[src/rtl/leaf_if_pkg.sv]
// leaf_if_pkg: shared state encoding and sizing helpers for the leaf interface blocks
package leaf_if_pkg;
  localparam int PACKET_BITS_DEF = 97;
  typedef enum logic [1:0] {
    IDLE = 2'd0,
    READ = 2'd1,
    CAPT = 2'd2,
    SEND = 2'd3
  } arb_state_e;
  function automatic int out_ports_reg_bits(input int n);
    return (n > 1) ? $clog2(n) : 1;
  endfunction
endpackage

[src/rtl/rr_priority_select.sv]
// rr_priority_select: picks the first requester after ptr, wrapping modulo N
module rr_priority_select #(
  parameter int N = 7,
  parameter int IW = 3
) (
  input  logic [N-1:0]  req,
  input  logic [IW-1:0] ptr,
  output logic [N-1:0]  gnt,
  output logic [IW-1:0] idx,
  output logic          any
);
  int best;
  int d;
  // keep the requester with the smallest circular distance past ptr
  always_comb begin
    gnt = '0;
    idx = '0;
    best = N;
    d = 0;
    for (int i = 0; i < N; i++) begin
      d = (i + N - 1 - int'(ptr)) % N;
      if (req[i] && d < best) begin
        best = d;
        idx = IW'(i);
        gnt = '0;
        gnt[i] = 1'b1;
      end
    end
  end
  assign any = |req;
endmodule

[src/rtl/output_port_arbiter.sv]
// output_port_arbiter: round-robin reader of the output-port FIFOs feeding the leaf NoC injection port
module output_port_arbiter
  import leaf_if_pkg::*;
#(
  parameter int PACKET_BITS = PACKET_BITS_DEF,
  parameter int NUM_OUT_PORTS = 7,
  parameter int CNT_BITS = 32,
  localparam int IDX_BITS = out_ports_reg_bits(NUM_OUT_PORTS)
) (
  input  logic                             clk,
  input  logic                             reset,
  input  logic [NUM_OUT_PORTS-1:0]         empty,
  input  logic [PACKET_BITS*NUM_OUT_PORTS-1:0] internal_out,
  output logic [NUM_OUT_PORTS-1:0]         rd_en_sel,
  input  logic                             stall,
  output logic [PACKET_BITS-1:0]           out_packet,
  output logic                             out_valid,
  input  logic                             out_ready,
  output logic [IDX_BITS-1:0]              grant_idx,
  output logic                             busy,
  output logic [CNT_BITS-1:0]              pkt_sent_cnt
);
  arb_state_e state_q, state_d;
  logic [NUM_OUT_PORTS-1:0] rd_en_sel_q, rd_en_sel_d;
  logic [PACKET_BITS-1:0] out_packet_q, out_packet_d;
  logic out_valid_q, out_valid_d;
  logic [IDX_BITS-1:0] grant_idx_q, grant_idx_d;
  logic [IDX_BITS-1:0] rr_ptr_q, rr_ptr_d;
  logic busy_q, busy_d;
  logic [CNT_BITS-1:0] cnt_q, cnt_d;
  logic [NUM_OUT_PORTS-1:0] win_gnt;
  logic [IDX_BITS-1:0] win_idx;
  logic win_any;
  logic [PACKET_BITS-1:0] pkts [NUM_OUT_PORTS];

  for (genvar g = 0; g < NUM_OUT_PORTS; g++) begin : g_slice
    assign pkts[g] = internal_out[PACKET_BITS*g +: PACKET_BITS];
  end

  rr_priority_select #(.N(NUM_OUT_PORTS), .IW(IDX_BITS)) u_sel (
    .req(~empty),
    .ptr(rr_ptr_q),
    .gnt(win_gnt),
    .idx(win_idx),
    .any(win_any)
  );

  // grant in IDLE, pop for one cycle, capture the FIFO data a cycle later, then hold until accepted
  always_comb begin
    state_d = state_q;
    rd_en_sel_d = '0;
    out_packet_d = out_packet_q;
    out_valid_d = out_valid_q;
    grant_idx_d = grant_idx_q;
    rr_ptr_d = rr_ptr_q;
    cnt_d = cnt_q;
    case (state_q)
      IDLE: if (!stall && win_any) begin
        state_d = READ;
        grant_idx_d = win_idx;
        rr_ptr_d = win_idx;
        rd_en_sel_d = win_gnt;
      end
      READ: state_d = CAPT;
      CAPT: begin
        out_packet_d = pkts[grant_idx_q];
        out_valid_d = 1'b1;
        state_d = SEND;
      end
      SEND: if (out_ready) begin
        out_valid_d = 1'b0;
        cnt_d = cnt_q + CNT_BITS'(1);
        state_d = IDLE;
      end
      default: state_d = IDLE;
    endcase
    busy_d = (state_d != IDLE);
  end

  // state and all outputs are registered; reset discards any in-flight packet
  always_ff @(posedge clk) begin
    if (reset) begin
      state_q <= IDLE;
      rd_en_sel_q <= '0;
      out_packet_q <= '0;
      out_valid_q <= 1'b0;
      grant_idx_q <= '0;
      rr_ptr_q <= IDX_BITS'(NUM_OUT_PORTS - 1);
      busy_q <= 1'b0;
      cnt_q <= '0;
    end else begin
      state_q <= state_d;
      rd_en_sel_q <= rd_en_sel_d;
      out_packet_q <= out_packet_d;
      out_valid_q <= out_valid_d;
      grant_idx_q <= grant_idx_d;
      rr_ptr_q <= rr_ptr_d;
      busy_q <= busy_d;
      cnt_q <= cnt_d;
    end
  end

  assign rd_en_sel = rd_en_sel_q;
  assign out_packet = out_packet_q;
  assign out_valid = out_valid_q;
  assign grant_idx = grant_idx_q;
  assign busy = busy_q;
  assign pkt_sent_cnt = cnt_q;
endmodule

[config.mk]
export PLATFORM = sky130hd
export DESIGN_NAME = output_port_arbiter
export DESIGN_NICKNAME = d
export VERILOG_FILES = /design/src/rtl/leaf_if_pkg.sv /design/src/rtl/rr_priority_select.sv /design/src/rtl/output_port_arbiter.sv
export SDC_FILE = /design/constraint.sdc
export NUM_CORES = 1
export LEC_CHECK = 0
export ABC_AREA = 1
export ABC_CLOCK_PERIOD_IN_PS = 45000
export BUFFER_PORTS_ARGS = -buffer_cell sky130_fd_sc_hd__buf_2
export CAP_MARGIN = 0
export CORE_AREA = 3 3 321 323
export DETAILED_ROUTE_END_ITERATION = 6
export DIE_AREA = 0 0 324 326
export SLEW_MARGIN = 20
export SYNTH_ARGS = -nofsm -noshare
export SYNTH_HDL_FRONTEND = slang
export SYNTH_SLANG_ARGS = --single-unit
[constraint.sdc]
create_clock -name clk -period 45 [get_ports clk]
set_input_delay 9 -clock clk [delete_from_list [all_inputs] [get_ports clk]]
set_output_delay 9 -clock clk [all_outputs]
set_load 0.05 [all_outputs]
### Word level (Yosys, flattened, before mapping)

Cells that the tools add are included.

| word-level totals | value |
|---|---|
| bits in registers | 146 |
| bits of input ports | 690 |
| output and inout port bits | 141 |
| word-level logic and storage cells | 95 |

| operators by class | value |
|---|---|
| $add $sub $neg | 8 |
| div/mod/pow operators | 7 |
| $lt $le $gt $ge | 8 |
| equal/unequal tests | 4 |
| multiplexer cells | 27 |
| bitwise logic cells | 4 |
| reductions and logical operators | 23 |

Operators with widths:

| operator | count |
|---|---|
| $bmux 97 s3 | 1 |
| $mod 32x4->32 const B | 7 |
| $mux 97 | 2 |
| $lt 32x32->1 | 6 |
| $mux 32 | 6 |
| $add 32x1->32 const B | 1 |
| $lt 32x4->1 const B | 1 |
| $sub 4x3->5 const A | 5 |
| $reduce_or 7->1 | 2 |
| $mux 3 | 4 |
| $mux 2 | 5 |
| $reduce_or 9->1 | 1 |
| $logic_and 1x1->1 | 8 |
| $pmux 2 s4 | 1 |
| $reduce_or 8->1 | 1 |
| $sub 3x3->4 const A | 2 |
| $mux 7 | 1 |
| $not 7->7 | 1 |
| $mux 6 | 1 |
| $reduce_and 2->1 | 3 |
| $reduce_or 6->1 | 1 |
| $mux 5 | 1 |
| $reduce_or 5->1 | 1 |
| $eq 2x2->1 const B | 2 |
| other kinds (13) | 17 |

### Longest topological paths before layout

Gate-level depths: netlist (run 1).

| depth | value |
|---|---|
| word-level depth | 23 |
| depth in mapped cells | 120 |
| gate-level depth less buffers | 112 |

### Cells and area by module

Synthesis (run 1) repeated with hierarchy kept, for this count alone.

| second synthesis, totals | value |
|---|---|
| cells, all modules | 3233 |
| area total of the unflattened synthesis | 18336.3 µm² |

Modules (own cells, without submodules):

| module | times used | cells each | area an instance (µm²) | seq. area each (µm²) |
|---|---|---|---|---|
| output_port_arbiter | 1 | 2081 | 11457.2 | 2902.8 |
| rr_priority_select | 1 | 1152 | 6879.1 | 0.0 |

### Worst setup path before layout (run 1)

No wires, ideal clock.

| timing path | value |
|---|---|
| path type | in2reg |
| start | input port empty[0] |
| end | register grant_idx_q[1] (netlist: grant_idx[1]) |
| library setup time | 0.066 ns |
| data arrival time | 20.298 ns |
| required time | 44.934 ns |
| slack | 24.636 ns |
| cell stages on the path | 81 |
| path buffers | 9 |
| cell sequence | clkinv_1 -> nand2_1 -> a21oi_2 -> nand3_2 -> nand2_8 -> inv_1 -> nor2_1 -> ha_1 -> nand2_1 -> nand2_1 -> nand2_1 -> nand2_1 -> nand2_1 -> nand2_1 -> nand2_1 -> nand2_1 -> nand2_1 -> nand3_1 -> [45 not listed] -> a21oi_1 -> nand3_1 -> nand3_4 -> inv_1 -> o21ai_0 -> clkbuf_1 -> nand2_1 -> ha_1 -> nand4_1 -> nor4_1 -> inv_1 -> nor4_1 -> nand2_1 -> nand3_1 -> nand3_2 -> nand2_1 -> nand2_1 -> a21oi_2 |

| between the ends | value |
|---|---|
| word-level cells in the longest chain between the ends | 21 |
| elaborated cells between the ends (all ways) | 28 |
| those cells by class | order compare (6); mux (11); bitwise (1); reduce/logical (10) |

Ends and longest elaborated chain:

| item | RTL line | text |
|---|---|---|
| start, declared | output_port_arbiter.sv:12 | `input logic [NUM_OUT_PORTS-1:0] empty,` |
| $not 7->7 * | output_port_arbiter.sv:41 | `.req(~empty),` |
| $logic_and 1x1->1 | rr_priority_select.sv:22 | `if (req[i] && d < best) begin` |
| $mux 32 | rr_priority_select.sv:22 |  |
| $lt 32x32->1 | rr_priority_select.sv:22 |  |
| $logic_and 1x1->1 | rr_priority_select.sv:22 |  |
| $mux 32 | rr_priority_select.sv:22 |  |
| $lt 32x32->1 | rr_priority_select.sv:22 |  |
| $logic_and 1x1->1 | rr_priority_select.sv:22 |  |
| [5 not listed] | - |  |
| $logic_and 1x1->1 | rr_priority_select.sv:22 |  |
| $mux 32 | rr_priority_select.sv:22 |  |
| $lt 32x32->1 | rr_priority_select.sv:22 |  |
| $logic_and 1x1->1 | rr_priority_select.sv:22 |  |
| $mux 32 | rr_priority_select.sv:22 |  |
| $lt 32x32->1 | rr_priority_select.sv:22 |  |
| $logic_and 1x1->1 | rr_priority_select.sv:22 |  |
| $mux 3 | rr_priority_select.sv:22 |  |
| end signal, assigned | output_port_arbiter.sv:96 | `grant_idx_q <= grant_idx_d;` |
| end, declared | output_port_arbiter.sv:27 | `logic [IDX_BITS-1:0] grant_idx_q, grant_idx_d;` |

Mark *: on every way between the ends. The rest lies on a longest branch, timed or not.
A chain may end at the register's enable or synchronous reset.

### Final worst setup path (run 1)

Same ends and word-level chain as after synthesis.

==> metrics.txt, run 1 <==
Synth top area share=0.168; row cnt=116; fillers=11500; io pins=831; multiplexer area fraction after synthesis=0; hpwl dp=119000 um; max_cap viols=0; Root Driver=clkbuf_16; Synth Area in Adders=0.142; setup TNS=0 ps; most repeated library cell on the critical path=nand2_1; vias in the first global route=22400; Seq cells post-synth=145; Reg power frac=0.069; first-pass GRT wire length=186000 um; period utilisation layout=0.521; largest net degree at the start of global routing=140; htree depth=4; die width=324 um; pre-CTS WS=21320 ps; Layout Skew=15.1 ps; ys async rst share=0; largest family of logic cells by synthesized area=compound AO/OA/AOI/OAI gates; Crit. End Element=flip-flop; post-synthesis to final-layout area growth=34.5%; Area contributors post-synth=dfxtp_1, ha_1, o21ai_0; Crit Path Class=input port to flip-flop; Final GP Congestion=0.985; Avg Synthesized Cell Area=6.10 um2; most frequent cells in the layout=buf_2, nand2_1, nor2_1, o21ai_0, a21oi_1; 1st-iter DRT viols=2046; Final Hold Viols=0; DIE AREA=106000 um2; worst-skew pair later-pin latency=480 ps; gr ovfl total=0; Buffers on Ports=830; clk sink count=145; setup ws final=21540 ps; post-synthesis xor/xnor area fraction=0.00761; Initial Util=0.172; vias per inst=4.97; crit-path leading delay family=simple AND/OR/NAND/NOR gates; CTS buffer count=17; synth unique cells=50; CP max stage delay=600 ps; # DRC=0; register area share after synthesis=0.168; min cycle time layout=23460 ps; GRT Total Usage=0.258; Die Ht=326 um; Clock Pin Slew Worst Setup and Hold Paths=70 ps; final-stage net count=4392; Compound-Gate Fraction of Synth Area=0.300; Comb power frac=0.859; clock network fraction of design power=0.072; dominant synthesized flop cell=dfxtp_1; Detail Route Antenna Nets=0; area leader, netlist=dfxtp_1; clock buffer depth=2; detailed-route via count=24100; synthesized area=17300 um2; unrepaired setup endpoints after global routing=no; Net Count, Synth=3713; data arrival time of the critical path=23870 ps; Tot Pwr=2.23 mW; Slew Viols, Final=0; final core utilization=0.232; Critical path buffers and inverters=5; Sw Pwr=1.38 mW; layout cells sized above 1=0.274; worst hold slack=463 ps; maximum VDD drop=69.5 uV; Hold Buf Count CTS=0; slew margin rel.=0.128; worst path required time=45400 ps; CP startpoint kind=input port; cells after synthesis=2828; placeable core area=100000 um2; Post-synth EDFFs=0; Total Wirelength=141000 um; initial antenna violation count=111; Initial DRT Pass Iterations=5; Pint=0.856 mW; switch share=0.616; simple-gate share of the synthesized area=0.294; Setup Buffers After CTS=0; Peak Freq=42.6 MHz; CP max-delay cell=nand2_1; status=finished, final reports clean; LEAKAGE=11.1 nW; power per cell area=96.1 nW/um2; routed length per instance=29.2 um; commonest non-fill, non-tap cell in the layout=buf_2; CTS tree=built; worst slew pin tran=1310 ps; Setup violations, final=0; Post-CTS Resized=0; worst hold path class=flip-flop to flip-flop; synth warn=0; CP Max Fanout=38
-- worst paths after layout --
| check | endpoint | from | depth (start not counted) | slack [ps] |
|---|---|---|---|---|
| worst max-delay path | grant_idx[1] | empty[0] | 80 | 21540 |
| worst min-delay path | out_packet[19] | out_packet[19] | 2 | 460 |
| worst min register to register | out_packet[19] | out_packet[19] | 2 | 460 |
| worst max register to register | grant_idx[1] | grant_idx[0] | 86 | 26990 |
-- worst register-to-register path, delay by kind of cell, from the launching register on --
kind / cells / cell delay [ps]
compound gates: 22 / 4280
flops: 1 / 880
simple gates: 51 / 8460
fa+ha+maj: 8 / 3140
buf+inv: 5 / 1170
-- power groups by stage --
stage / logic [mW] / registers [mW] / clock network [mW]
finish: 1.92 / 0.154 / 0.160
global route: 2.19 / 0.155 / 0.169
floorplan: 1.34 / 0.189 / 0
detailed placement: 1.90 / 0.157 / 0
global placement: 1.87 / 0.157 / 0
CTS: 1.91 / 0.154 / 0.167
-- metrics by stage --
stage | std cells | instance area [um2]
after floorplan | 2828 | 17300
after global placement | 4786 | 22500
after detailed placement | 4786 | 22500
after CTS | 4818 | 23100
after global routing | 4835 | 23200
final | 4843 | 23200
-- cell families after synthesis --
| family | Yosys count |
|---|---|
| AO/OA/AOI/OAI | 886 |
| XOR/XNOR | 15 |
| adder cells (fa/ha/maj) | 195 |
| buffers and inverters | 384 |
| flip-flops | 145 |
| AND/OR/NAND/NOR | 1203 |
-- Yosys cell counts (3+ instances only) --
master	instances
o21ai_1	5
dfxtp_1	145
ha_1	194
nand3_1	129
o21ai_0	433
o221ai_1	103
inv_4	3
nand3_2	6
nor2_1	427
clkbuf_1	175
nand3b_1	3
a21oi_2	4
nor4_1	7
nor3_1	18
xor2_1	15
buf_4	7
a211oi_1	15
o221a_2	4
nand2_2	20
o211ai_1	99
nand3_4	4
buf_1	6
inv_1	167
nand4_1	45
nand2_1	527
buf_2	13
a21oi_1	210
inv_2	8
o21a_1	6
-- flip-flops by register name, indices dropped and copies added (netlist names) --
signal and cells:
rd_en_sel 7, rr_ptr_q 2, state_q 2, out_valid 1
grant_idx 3, busy 1, out_packet 97, pkt_sent_cnt 32
-- area by class of cell --
class | instances | area, um2 | area share
timing repair buffer | 864 | 4420 | 0.191
multi-input combinational | 2299 | 12900 | 0.554
sequential | 145 | 2910 | 0.126
antenna | 25 | 62.6 | 0.00270
clock buffer | 18 | 439 | 0.0189
tap | 1298 | 1620 | 0.0700
clock inverter | 14 | 185 | 0.00798
inverter | 180 | 703 | 0.0303
-- per-layer routing --
| metal | track usage | vias up | wire [um] |
|---|---|---|---|
| met4 | 0.111 | 10 | 6830 |
| met5 | 0 | - | 74 |
| met2 | 0.442 | 1175 | 68200 |
| met1 | 0.316 | 11400 | 57000 |
| met3 | 0.0411 | 262 | 9090 |
| li1 | - | 11200 | - |
Power figures use the tool's default switching activity.
==> run 2: changes to the inputs <==
Settings changed: ABC_CLOCK_PERIOD_IN_PS 45000 to 21500, CORE_AREA 3 3 321 323 to 3 3 322 324, DIE_AREA 0 0 324 326 to 0 0 325 327.
Clock period 45 ns to 21.5 ns, I/O delays scaled along.
==> run 2 against run 1 <==
Sequential share of layout area decreased by 0.081 points. Non-clock buffer count increased by 13. Die area increased by 0.62%. Wire length decreased by 3.0%. Critical path type unchanged. Largest cell class unchanged.
==> metrics.txt, run 2 (synthesized netlist as in run 1, its figures left out) <==
status=finished, final reports clean; Initial Util=0.170 (-0.00221); Pint=1.78 mW (+110%); gr ovfl total=0 (unchanged); power per cell area=200 nW/um2 (+110%); most repeated library cell on the critical path=nand2_1; DP Area=22700 um2 (+0.82%); Post-CTS Resized=0 (unchanged); CTS buffer count=17 (unchanged); htree depth=4 (unchanged); Sw Pwr=2.88 mW (+110%); min cycle time layout=18430 ps; worst slew pin tran=1290 ps (-22.3 ps); Reg power frac=0.071 (+0.002); Root Driver=clkbuf_16; die width=325 um (+0.31%); clock network fraction of design power=0.069 (-0.003); post-route design area=23400 um2 (+0.65%); crit path launch=empty[0]; post-synthesis to final-layout area growth=35.4%; Setup Buffers After CTS=0 (unchanged); Comb power frac=0.859 (about the same); Slew Viols, Final=0 (unchanged); worst path required time=21900 ps (-23500 ps); final core utilization=0.230 (-0.00150); slew margin rel.=0.134 (+0.00582); most frequent cells in the layout=buf_2, nand2_1, nor2_1; setup TNS=0 ps (unchanged); vias in the first global route=22100 (-1.0%); Layout Skew=20.8 ps (+5.70 ps); layout cells sized above 1=0.276 (+0.00211); Die Ht=327 um (+0.31%); worst-skew pair later-pin latency=500 ps (+20 ps); LEAKAGE=11.1 nW (+0.20%); Total Wirelength=137000 um (-3.0%); Crit. End Element=flip-flop; Post-Layout Cell Count=4930 (+1.8%); GRT Total Usage=0.246 (-0.0119); io pins=831 (unchanged); Crit Path Class=input port to flip-flop; Hold Buf Count CTS=0 (unchanged); row cnt=117 (+0.86%); Hold Crit Start=out_packet[92]; switch share=0.617 (+0.000956); worst hold slack=462 ps (-0.880 ps); routed length per instance=27.8 um (-4.7%); unrepaired setup endpoints after global routing=no; max reg flops=97 (unchanged); placeable core area=101000 um2 (+1.3%); placed cells=4869 (+1.7%); Detail Route Antenna Nets=0 (unchanged); data arrival time of the critical path=18830 ps (-5040 ps); Critical path buffers and inverters=6 (+1); vias per inst=4.87 (-2.1%); max_cap viols=0 (unchanged); period utilisation layout=0.857; DIE AREA=106000 um2 (+0.62%); FF-to-FF Start=grant_idx[0]; initial antenna violation count=92 (-17%); CP Max Fanout=38 (unchanged); first-pass GRT wire length=181000 um (-2.5%); CTS tree=built; worst hold path class=flip-flop to flip-flop; clk sink count=145 (unchanged); largest net degree at the start of global routing=138 (-1.4%); final-stage net count=4405 (+0.30%); crit-path leading delay family=simple AND/OR/NAND/NOR gates; maximum VDD drop=154 uV (+120%); detailed-route via count=24000 (-0.32%); Peak Freq=54.3 MHz; Clock Pin Slew Worst Setup and Hold Paths=70 ps (about the same); Setup violations, final=0 (unchanged); CP max stage delay=590 ps (about the same); CP max-delay cell=nand2_1; 1st-iter DRT viols=2175 (+6.3%); Final GP Congestion=1.01 (+2.4%); clock buffer depth=2 (unchanged); # DRC=0 (unchanged); Initial DRT Pass Iterations=7 (+2); CP startpoint kind=input port; Buffers on Ports=830 (unchanged); hpwl dp=114000 um (-3.7%); commonest non-fill, non-tap cell in the layout=buf_2; Final Hold Viols=0 (unchanged)
==> run 2: changes by cell type in the layout (fill, tap and decap cells not counted), moves of 4 or more <==
cell and change:
clkbuf_1 +4, buf_4 +13, diode_2 +4, inv_8 -4
==> run 2: power groups by stage <==
stage	Clock [mW]	Sequential [mW]	Combinational, mW
after floorplan	0	0.396	2.80
after global placement	0	0.337	3.92
after detailed placement	0	0.337	3.97
after CTS	0.338	0.331	3.99
after global routing	0.341	0.335	4.60
final	0.323	0.332	4.01
==> run 2: per-layer routing <==
metal,vias to the layer above,track usage,share of wire
li1,11300,-,-
met4,8,0.0952,0.040
met5,-,0,0.00028
met3,208,0.0520,0.077
met1,11400,0.300,0.40
met2,1122,0.422,0.48
==> run 2: path summary, 6_finish.rpt <==
| kind | end | slack [ps] | cells past startpoint |
|---|---|---|---|
| max | grant_idx[1] | 3070 | 79 |
| min | out_packet[92] | 460 | 2 |
| max reg2reg | grant_idx[1] | 4280 | 85 |
| min reg2reg | out_packet[92] | 460 | 2 |
==> run 2: metrics by stage <==
step	power, mW	worst slack [ps]
global route	5.27	1330
CTS	4.66	3280
floorplan	3.20	5840
global placement	4.26	3020
finish	4.66	3070
detailed placement	4.30	2760
==> run 2: final cells by class <==
| class | count | area (um2) |
|---|---|---|
| diodes | 29 | 72.6 |
| clock buffers | 21 | 440 |
| clock inverters | 11 | 130 |
| fillers | 11800 | 78100 |
| inverters | 180 | 703 |
| multi-input cells | 2299 | 12900 |
| flip-flops and latches | 145 | 2910 |
| well taps | 1368 | 1710 |
| repair buffers | 877 | 4520 |
==> run 2: tightest hold or removal path: cells and delay by family (launching register included) <==
family	cells	cell delay (ps)
AOI/OAI and AO/OA	1	50
DFF	1	310
and+or+nand+nor	1	60
